`src/rtl/conv_mac_seq.sv`:
```
// conv_mac_seq
//   Multiply-accumulate sequencer for the convolution engine. After a CLR
//   pulse and a start pulse from the start controller it walks the
//   KSIZE x KSIZE kernel window one tap per cycle, accumulating signed
//   pixel*weight products, then pulses done for one cycle.
//
// Ports
//   clk       in   rising-edge clock
//   rst       in   asynchronous active-high reset
//   CLR       in   synchronous clear: zeroes acc/tap, aborts any pass
//   start     in   begin one window pass (honoured in IDLE only)
//   pix_in    in   signed pixel for current tap_addr (same-cycle read)
//   wgt_in    in   signed weight for current tap_addr (same-cycle read)
//   tap_addr  out  current tap index 0..N-1, registered
//   acc_out   out  signed accumulator (wraps modulo 2^ACC_W), registered
//   busy      out  high while in RUN, registered
//   done      out  one-cycle pulse after the last tap is accumulated
module conv_mac_seq #(
  parameter int DATA_W = 8,
  parameter int KSIZE  = 3,
  parameter int ACC_W  = 20
) (
  input  logic              clk,
  input  logic              rst,
  input  logic              CLR,
  input  logic              start,
  input  logic [DATA_W-1:0] pix_in,
  input  logic [DATA_W-1:0] wgt_in,
  output logic [7:0]        tap_addr,
  output logic [ACC_W-1:0]  acc_out,
  output logic              busy,
  output logic              done
);

  localparam int unsigned N    = KSIZE * KSIZE;
  localparam logic [7:0]  LAST = 8'(N - 1);

  typedef enum logic [1:0] {
    IDLE = 2'd0,
    RUN  = 2'd1,
    DONE = 2'd2
  } state_t;

  state_t state;

  // Full-precision signed product, sign-extended to the accumulator width.
  logic signed [2*DATA_W-1:0] prod;
  logic signed [ACC_W-1:0]    prod_ext;

  always_comb begin
    prod     = $signed(pix_in) * $signed(wgt_in);
    prod_ext = ACC_W'(prod);
  end

  always_ff @(posedge clk or posedge rst) begin
    if (rst) begin
      state    <= IDLE;
      tap_addr <= '0;
      acc_out  <= '0;
      busy     <= 1'b0;
      done     <= 1'b0;
    end else if (CLR) begin
      // CLR outranks everything, including a same-cycle start.
      state    <= IDLE;
      tap_addr <= '0;
      acc_out  <= '0;
      busy     <= 1'b0;
      done     <= 1'b0;
    end else begin
      case (state)
        IDLE: begin
          done     <= 1'b0;
          tap_addr <= '0;
          if (start) begin
            state <= RUN;
            busy  <= 1'b1;
          end
        end
        RUN: begin
          acc_out <= acc_out + $unsigned(prod_ext);
          if (tap_addr == LAST) begin
            state <= DONE;
            busy  <= 1'b0;
            done  <= 1'b1;
          end else begin
            tap_addr <= tap_addr + 8'd1;
          end
        end
        DONE: begin
          // start arriving here is dropped, not queued.
          state    <= IDLE;
          done     <= 1'b0;
          tap_addr <= '0;
        end
        default: begin
          state    <= IDLE;
          tap_addr <= '0;
          busy     <= 1'b0;
          done     <= 1'b0;
        end
      endcase
    end
  end

endmodule

```
`config.mk`:
```
export PLATFORM = sky130hd
export DESIGN_NAME = conv_mac_seq
export DESIGN_NICKNAME = d
export VERILOG_FILES = /design/src/rtl/conv_mac_seq.sv
export SDC_FILE = /design/constraint.sdc
export NUM_CORES = 1
export LEC_CHECK = 0
export ABC_AREA = 1
export BUFFER_PORTS_ARGS = -buffer_cell sky130_fd_sc_hd__buf_4
export CAP_MARGIN = 20
export CORE_MARGIN = 1
export CORE_UTILIZATION = 55
export CTS_BUF_LIST = sky130_fd_sc_hd__clkbuf_16
export CTS_CLUSTER_DIAMETER = 150
export DETAILED_ROUTE_END_ITERATION = 10
export PLACE_DENSITY = 0.8
export REMOVE_ABC_BUFFERS = 1
export SETUP_SLACK_MARGIN = 0.5
export SLEW_MARGIN = 25
export SYNTH_ARGS = -nofsm -noshare
export SYNTH_HDL_FRONTEND = slang
export SYNTH_SLANG_ARGS = --single-unit
```
`constraint.sdc`:
```
create_clock -name clk -period 2.19 [get_ports clk]
set_clock_uncertainty 0.05 [all_clocks]
set_input_delay 0.3285 -clock clk [delete_from_list [all_inputs] [get_ports clk]]
set_output_delay 0.3285 -clock clk [all_outputs]
set_load 0.02 [all_outputs]
```
==> impl_metrics.env, run 1 <==
export IMPL_max_cap_viol_count=0
export IMPL_postSynth_asyncResetShare=1.00
export IMPL_viasPerCell=5.44
export IMPL_slowest_stage="fa_1"
export IMPL_grt_ovfl_total=0
export IMPL_finalSetupViolCount=17
export IMPL_placed_cells=987
export IMPL_fin_nets=1016
export IMPL_drtIter0Drc=286
export IMPL_initial_core_util=0.569
export IMPL_clk_path_buf_depth=2
export IMPL_core_um2=9240
export IMPL_worstSetupEndpointType="register"
export IMPL_grtUsageTotal=0.327
export IMPL_fillers=481
export IMPL_required_ps=2310
export IMPL_dr_pass1_iters=5
export IMPL_synth_cells=740
export IMPL_synth_edf_count=0
export IMPL_first_global_vias=5726
export IMPL_cts_root_buf="clkbuf_16"
export IMPL_fin_ws_ps=-3000
export IMPL_violations="setup timing"
export IMPL_ys_ff_latch=32
export IMPL_antenna_found_initial=0
export IMPL_area_growth_pct=46.3
export IMPL_synth_top_area_frac=0.213
export IMPL_worst_pin_slew_ps=450
export IMPL_syn_area_per_cell_um2=7.11
export IMPL_post_route_drc_count=0
export IMPL_yosys_top_cells_area="fa_1, dfrtp_1, inv_1"
export IMPL_ys_seq_area_frac=0.152
export IMPL_final_cells=1019
export IMPL_slowest_delay_ps=560
export IMPL_layout_min_cycle_time_ps=5190
export IMPL_yosys_most_used_dff="dfrtp_1"
export IMPL_synth_largest_area_cell="fa_1"
export IMPL_htree_levels=2
export IMPL_worstPathMaxFanout=5
export IMPL_outcome="finished with violations"
export IMPL_syn_area_um2=5260
export IMPL_path_class="input port to register"
export IMPL_slew_viol_final=0
export IMPL_fmax_mhz=193
export IMPL_dr_total_vias=5545
export IMPL_maxSlewHeadroom=0.698
export IMPL_cts_buffers=5
export IMPL_ant_nets=0
export IMPL_crit_arrival_ps=5300
export IMPL_grt_pass1_wl_um=25900
export IMPL_avgRoutedWirePerCell_um=17.2
export IMPL_routed_wl_um=17500
export IMPL_dp_hpwl_um=10800
export IMPL_rows=35
export IMPL_synth_commonest_cells="inv_1, nand2_1, fa_1"
export IMPL_synth_most_common_cell="inv_1"
export IMPL_place_congestion=0.873
export IMPL_post_place_ws_ps=-3480
export IMPL_hold_buffers=0
export IMPL_hold_viol_final=0
export IMPL_path_clk_slew_ps=50
export IMPL_cts_sinks=32
export IMPL_insertedDiodeCount=0
export IMPL_die_area_um2=9960
export IMPL_ys_warn_count=0
export IMPL_io_pins=50
export IMPL_cp_common_cell="inv_2"
export IMPL_hold_slack_ps=102
export IMPL_clock_latency_ps=280
export IMPL_timing_final_crit_share=2.37
export IMPL_cts_tree="done"
export IMPL_die_width_um=99.8
export IMPL_ff2ff_setup_slack_ps=80
export IMPL_drive_above_1_share=0.417
export IMPL_grt_max_degree=33
export IMPL_die_h_um=99.8
export IMPL_post_dp_cell_area_um2=6380
export IMPL_start_kind="input port"
export IMPL_postLayoutCellArea_um2=7690
export IMPL_synth_cell_types=35
export IMPL_hp_class="input port to asynchronous set/reset pin"
export IMPL_port_buffers=49
export IMPL_rsz0062_at_grt="true"
-- metal layers --
metal  share of wire  routed length [um]  track usage
met5               0                   0            0
met4           0.058                1010        0.183
met3           0.042                 741       0.0355
met2            0.53                9250        0.624
met1            0.37                6500        0.348
-- cells by family (layout without fill, tap and decap cells) --
kind of cell / after synthesis / in the layout / share of synthesized area
compound gates: 99 / 99 / 0.111
xor+xnor: 12 / 12 / 0.0200
fa+ha+maj: 107 / 107 / 0.334
buf+inv: 212 / 362 / 0.151
flops: 32 / 32 / 0.152
simple gates: 278 / 278 / 0.231
-- final cells by class --
class,count,area [um^2],area share
multi-input combinational,496,4540,0.589
tap,129,161,0.0210
inverter,194,731,0.0950
sequential,32,801,0.104
clock inverter,3,38.8,0.00504
timing repair buffer,160,1300,0.169
clock buffer,5,125,0.0163
-- repair_timing --
item,in CTS,in global routing
gates resized for setup,148,81
pin swaps,80,51
setup buffers,12,12
setup endpoints to repair,18,21
-- worst max-delay path, delay by kind of cell --
family | cells | cell delay, ps
AOI/OAI and AO/OA | 6 | 1000
buffers and inverters | 9 | 660
and+or+nand+nor | 10 | 800
adders and majority gates | 6 | 2500
-- cell usage in the layout (no fill, tap or decap), types with 12 or more instances in the layout --
cell type	n
dfrtp_1	32
buf_4	135
a21oi_1	19
ha_4	35
nand2_2	37
o21ai_0	13
ha_1	15
fa_1	53
inv_2	48
nand3_1	12
o21ai_1	19
a21oi_2	15
nor2_1	35
nand2_1	142
inv_1	145
buf_6	23
-- stage by stage --
stage / utilization / TNS [ps]
floorplan: - / -40420
global placement: 0.690 / -46810
detailed placement: 0.690 / -48150
CTS: 0.791 / -37570
global route: 0.833 / -43480
finish: 0.833 / -40520
-- state kept, by name, summed over array words and instances, names as in the netlist --
name / flops
acc_out: 20
busy: 1
done: 1
state: 2
tap_addr: 8
-- final timing paths --
check | cells after the start | end | start
setup / recovery | 31 | acc_out[17] | pix_in[7]
hold / removal | 3 | tap_addr[6] | rst
setup reg to reg | 11 | acc_out[10] | acc_out[0]
hold reg to reg | 2 | acc_out[19] | acc_out[19]
max in group asynchronous | 3 | acc_out[13] | rst
min in group clk | 2 | acc_out[5] | CLR
Power of run 1 is left out: the tool's default activity adds up to more than one toggle a clock period on the data nets, which glitch-free logic cannot reach.
==> inputs of run 2 (changes only) <==
Clock period 2.19 ns to 6.1 ns, I/O delays scaled along.
==> impl_metrics.env, run 2 (same netlist as run 1, synthesis figures left out) <==
export IMPL_rr_worst_depth=11
export IMPL_reg_top3="acc_out (20), tap_addr (8), state (2)"
export IMPL_grtUsageTotal=0.277
export IMPL_largest_reg_flops=20
export IMPL_maxSlewHeadroom=0.723
export IMPL_layout_common_cells="inv_1, nand2_1, buf_4"
export IMPL_finalSetupViolCount=0
export IMPL_die_width_um=99.8
export IMPL_post_dp_cell_area_um2=5960
export IMPL_required_ps=6220
export IMPL_path_cells="buf_4, inv_2, buf_6, nor2_1, fa_1, fa_1, fa_1, inv_2, fa_1, inv_1, ha_4, nand2_1, nor2_4, a21oi_2, buf_4, xor2_1, ha_1, nand2_1, nor4_2, nand2_1, nand2_1, a21oi_1, o21ai_1, nand2_1"
export IMPL_rows=35
export IMPL_fin_nets=953
export IMPL_insertedDiodeCount=0
export IMPL_fin_util=0.749
export IMPL_postLayoutCellArea_um2=6920
export IMPL_timing_final_crit_share=0.943
export IMPL_area_growth_pct=31.6
export IMPL_routed_wl_um=14400
export IMPL_place_congestion=0.865
export IMPL_fillers=665
export IMPL_path_buf_inv=6
export IMPL_endpoint="acc_out[16]"
export IMPL_hold_slack_ps=460
export IMPL_hold_viol_final=0
export IMPL_first_global_vias=5198
export IMPL_dr_pass1_iters=4
export IMPL_layout_min_cycle_time_ps=5750
export IMPL_cts_root_buf="clkbuf_16"
export IMPL_r2r_end="acc_out[16]"
export IMPL_grt_pass1_wl_um=22300
export IMPL_antenna_found_initial=0
export IMPL_grt_max_degree=33
export IMPL_htree_levels=2
export IMPL_regMostFlops="acc_out"
export IMPL_dp_hpwl_um=10200
export IMPL_worstPathMaxFanout=5
export IMPL_crit_cells=24
export IMPL_critPathLaunch="wgt_in[7]"
export IMPL_crit_arrival_ps=5870
export IMPL_ff2ff_setup_slack_ps=3930
export IMPL_ant_nets=0
export IMPL_path_clk_slew_ps=60
export IMPL_slew_viol_final=0
export IMPL_start_kind="input port"
export IMPL_rsz0062_at_grt="true"
export IMPL_slowest_delay_ps=560
export IMPL_outcome="completed"
export IMPL_max_cap_viol_count=0
export IMPL_initial_core_util=0.569
export IMPL_fmax_mhz=174
export IMPL_cts_tree="done"
export IMPL_drtIter0Drc=166
export IMPL_mostFrequentLayoutCell="inv_1"
export IMPL_die_h_um=99.8
export IMPL_die_area_um2=9960
export IMPL_slowest_stage="fa_1"
export IMPL_clock_latency_ps=280
export IMPL_core_um2=9240
export IMPL_worst_pin_slew_ps=416
export IMPL_fin_ws_ps=348
export IMPL_post_route_drc_count=0
export IMPL_post_place_ws_ps=-221
export IMPL_r2r_start="acc_out[0]"
export IMPL_clk_path_buf_depth=2
export IMPL_hold_buffers=0
export IMPL_drive_above_1_share=0.301
export IMPL_grt_ovfl_total=0
export IMPL_hp_class="register to register"
export IMPL_avgRoutedWirePerCell_um=15.0
export IMPL_cp_common_cell="nand2_1"
export IMPL_port_buffers=49
export IMPL_viasPerCell=5.25
export IMPL_io_pins=50
export IMPL_path_delay_family="adder cells"
export IMPL_cts_buffers=5
export IMPL_cts_sinks=32
export IMPL_dr_total_vias=5017
export IMPL_min_path_cells=2
export IMPL_worstSetupEndpointType="register"
export IMPL_path_class="input port to register"
[run 2: final cells by class]
class                      instances  area, um^2  area share
timing repair buffer              97         786       0.114
clock inverter                     3        38.8     0.00560
clock buffer                       5         125      0.0181
multi-input combinational        496        4280       0.618
tap                              129         161      0.0233
inverter                         194         731       0.106
sequential                        32         801       0.116
[run 2: worst min-delay path by stage]
| stage | slack, ps | endpoint | from |
|---|---|---|---|
| 3_3_place_gp | 430 | busy | busy |
| 3_5_place_dp | 450 | busy | busy |
| 4_1_cts | 460 | done | done |
| 5_1_grt | 500 | busy | busy |
| 2_1_floorplan | 480 | state[0] | state[1] |
| 6_report | 460 | busy | busy |
[run 2: timing repair]
action,in CTS,in global routing
pin swaps,42,66
endpoints found under the hold margin,0,0
setup buffers,5,12
setup endpoints to repair,8,9
gates resized for setup,49,102
[run 2: routing by layer]
metal  wire (um)  track usage
met1        5720        0.322
met2        7720        0.540
met3         448       0.0202
met4         495       0.0803
met5           0            0
[run 2: worst register-to-register path, delay by kind of cell (launching register included)]
family | cells | cell delay [ps]
adder cells (fa/ha/maj) | 2 | 660
AND/OR/NAND/NOR | 5 | 490
AO/OA/AOI/OAI | 3 | 410
flip-flops | 1 | 370
buffers and inverters | 1 | 90
[run 2: per-stage QoR]
step                TNS [ps]  cells
CTS                        0    944
global placement        -313    931
floorplan                  0    722
detailed placement      -709    931
finish                     0    956
global route               0    956
Power of run 2 is left out for the same reason.
==> inputs of run 3 (changes only) <==
Settings changed: PLACE_DENSITY 0.8 to 0.83.
Clock period 6.1 ns to 4.91 ns, I/O delays scaled along.
==> impl_metrics.env, run 3 (same netlist as run 1, synthesis figures left out) <==
export IMPL_slowest_delay_ps=530
export IMPL_first_global_vias=5600
export IMPL_mostFrequentLayoutCell="inv_1"
export IMPL_grt_busiest_layer="met2"
export IMPL_viasPerCell=5.30
export IMPL_max_cap_viol_count=0
export IMPL_clock_latency_ps=280
export IMPL_avgRoutedWirePerCell_um=15.6
export IMPL_area_growth_pct=41.3
export IMPL_insertedDiodeCount=0
export IMPL_fillers=577
export IMPL_worstSetupEndpointType="register"
export IMPL_initial_core_util=0.569
export IMPL_fin_ws_ps=-613
export IMPL_layout_min_cycle_time_ps=5520
export IMPL_die_h_um=99.8
export IMPL_dp_hpwl_um=10600
export IMPL_register_area_um2=801
export IMPL_grt_max_degree=33
export IMPL_hp_start="done"
export IMPL_htree_levels=2
export IMPL_whs_endpoint="done"
export IMPL_cts_sinks=32
export IMPL_ff2ff_setup_slack_ps=2680
export IMPL_rows=35
export IMPL_hold_buffers=0
export IMPL_grt_use_met2=0.583
export IMPL_post_place_ws_ps=-1280
export IMPL_required_ps=5030
export IMPL_crit_arrival_ps=5650
export IMPL_fin_nets=1006
export IMPL_min_path_cells=2
export IMPL_maxSlewHeadroom=0.711
export IMPL_largest_reg_flops=20
export IMPL_cts_root_buf="clkbuf_16"
export IMPL_post_route_drc_count=0
export IMPL_die_width_um=99.8
export IMPL_place_congestion=0.910
export IMPL_outcome="finished with violations"
export IMPL_core_um2=9240
export IMPL_path_class="input port to register"
export IMPL_fmax_mhz=181
export IMPL_placed_cells=974
export IMPL_slew_viol_final=0
export IMPL_antenna_found_initial=0
export IMPL_final_cells=1009
export IMPL_start_kind="input port"
export IMPL_cts_buffers=5
export IMPL_hold_viol_final=0
export IMPL_gr_usage_met1=0.341
export IMPL_path_buf_inv=9
export IMPL_routed_wl_um=15700
export IMPL_path_clk_slew_ps=60
export IMPL_met3_usage=0.0334
export IMPL_dr_total_vias=5350
export IMPL_timing_final_crit_share=1.12
export IMPL_path_delay_family="adder cells"
export IMPL_port_buffers=49
export IMPL_grt_ovfl_total=0
export IMPL_r2r_start="acc_out[0]"
export IMPL_finalSetupViolCount=12
export IMPL_grtUsageTotal=0.310
export IMPL_die_area_um2=9960
export IMPL_regMostFlops="acc_out"
export IMPL_dr_pass1_iters=5
export IMPL_ant_nets=0
export IMPL_violations="setup timing"
export IMPL_reg_top3="acc_out (20), tap_addr (8), state (2)"
export IMPL_grt_pass1_wl_um=24800
export IMPL_slowest_stage="fa_1"
export IMPL_hp_class="register to register"
export IMPL_multi_input_area_um2=4360
export IMPL_worst_pin_slew_ps=433
export IMPL_clk_path_buf_depth=2
export IMPL_drive_above_1_share=0.376
export IMPL_critPathLaunch="wgt_in[2]"
export IMPL_rr_worst_depth=11
export IMPL_cts_tree="done"
export IMPL_worstPathMaxFanout=4
export IMPL_rsz0062_at_grt="true"
export IMPL_drtIter0Drc=216
export IMPL_io_pins=50
export IMPL_r2r_end="acc_out[12]"
export IMPL_layout_common_cells="inv_1, nand2_1, buf_4"
==> run 3: cell count changes in the layout (fill, tap and decap cells not counted), moves of 4 or more <==
| cell | before | now |
|---|---|---|
| nor2_2 | 8 | 13 |
| buf_4 | 85 | 128 |
| buf_6 | 10 | 21 |
| nand2_2 | 25 | 33 |
| a21oi_1 | 20 | 16 |
| ha_1 | 32 | 27 |
| nand2_1 | 154 | 148 |
| inv_2 | 23 | 29 |
| o21ai_0 | 18 | 14 |
| inv_1 | 170 | 164 |
==> run 3: layout make-up <==
type	count	share of cell area
multi-input cells	496	0.587
repair buffers	150	0.163
flip-flops and latches	32	0.108
inverters	194	0.0980
well taps	129	0.0217
clock buffers	5	0.0168
clock inverters	3	0.00572
==> run 3: how the worst max path moves through the flow <==
stage	slack (ps)	depth (start not counted)	end
after global routing	-840	27	acc_out[13]
final	-610	31	acc_out[13]
after CTS	-500	30	acc_out[17]
after detailed placement	-1280	28	acc_out[19]
after global placement	-1170	28	acc_out[19]
after floorplan	-800	28	acc_out[19]
==> run 3: per-layer routing <==
metal  up-vias  share of wire
li1       2514              -
met3        74          0.041
met4         0          0.048
met2       204           0.53
met1      2558           0.38
met5         -              0
==> run 3: per-stage QoR <==
step / area (um^2) / utilization / hold WS, ps / TNS, ps
floorplan: 5190 / - / 483 / -6450
global placement: 6280 / 0.679 / 433 / -11020
detailed placement: 6280 / 0.679 / 449 / -11820
CTS: 7000 / 0.757 / 462 / -4100
global route: 7430 / 0.804 / 496 / -8140
finish: 7430 / 0.804 / 458 / -5380
==> run 3: repair_timing <==
item                                    4_1_cts  5_1_grt
endpoints found under the setup margin       14       14
pin swaps                                    86       53
resized for setup                           111       77
hold endpoints to repair                      0        0
gates cloned                                  0        0
buffers inserted                             13       14
==> run 3: worst min-delay path: cells and delay by family (launching register included) <==
family           cells  cell delay [ps]
and+or+nand+nor      2              120
DFF                  1              350
Power of run 3 is left out for the same reason.
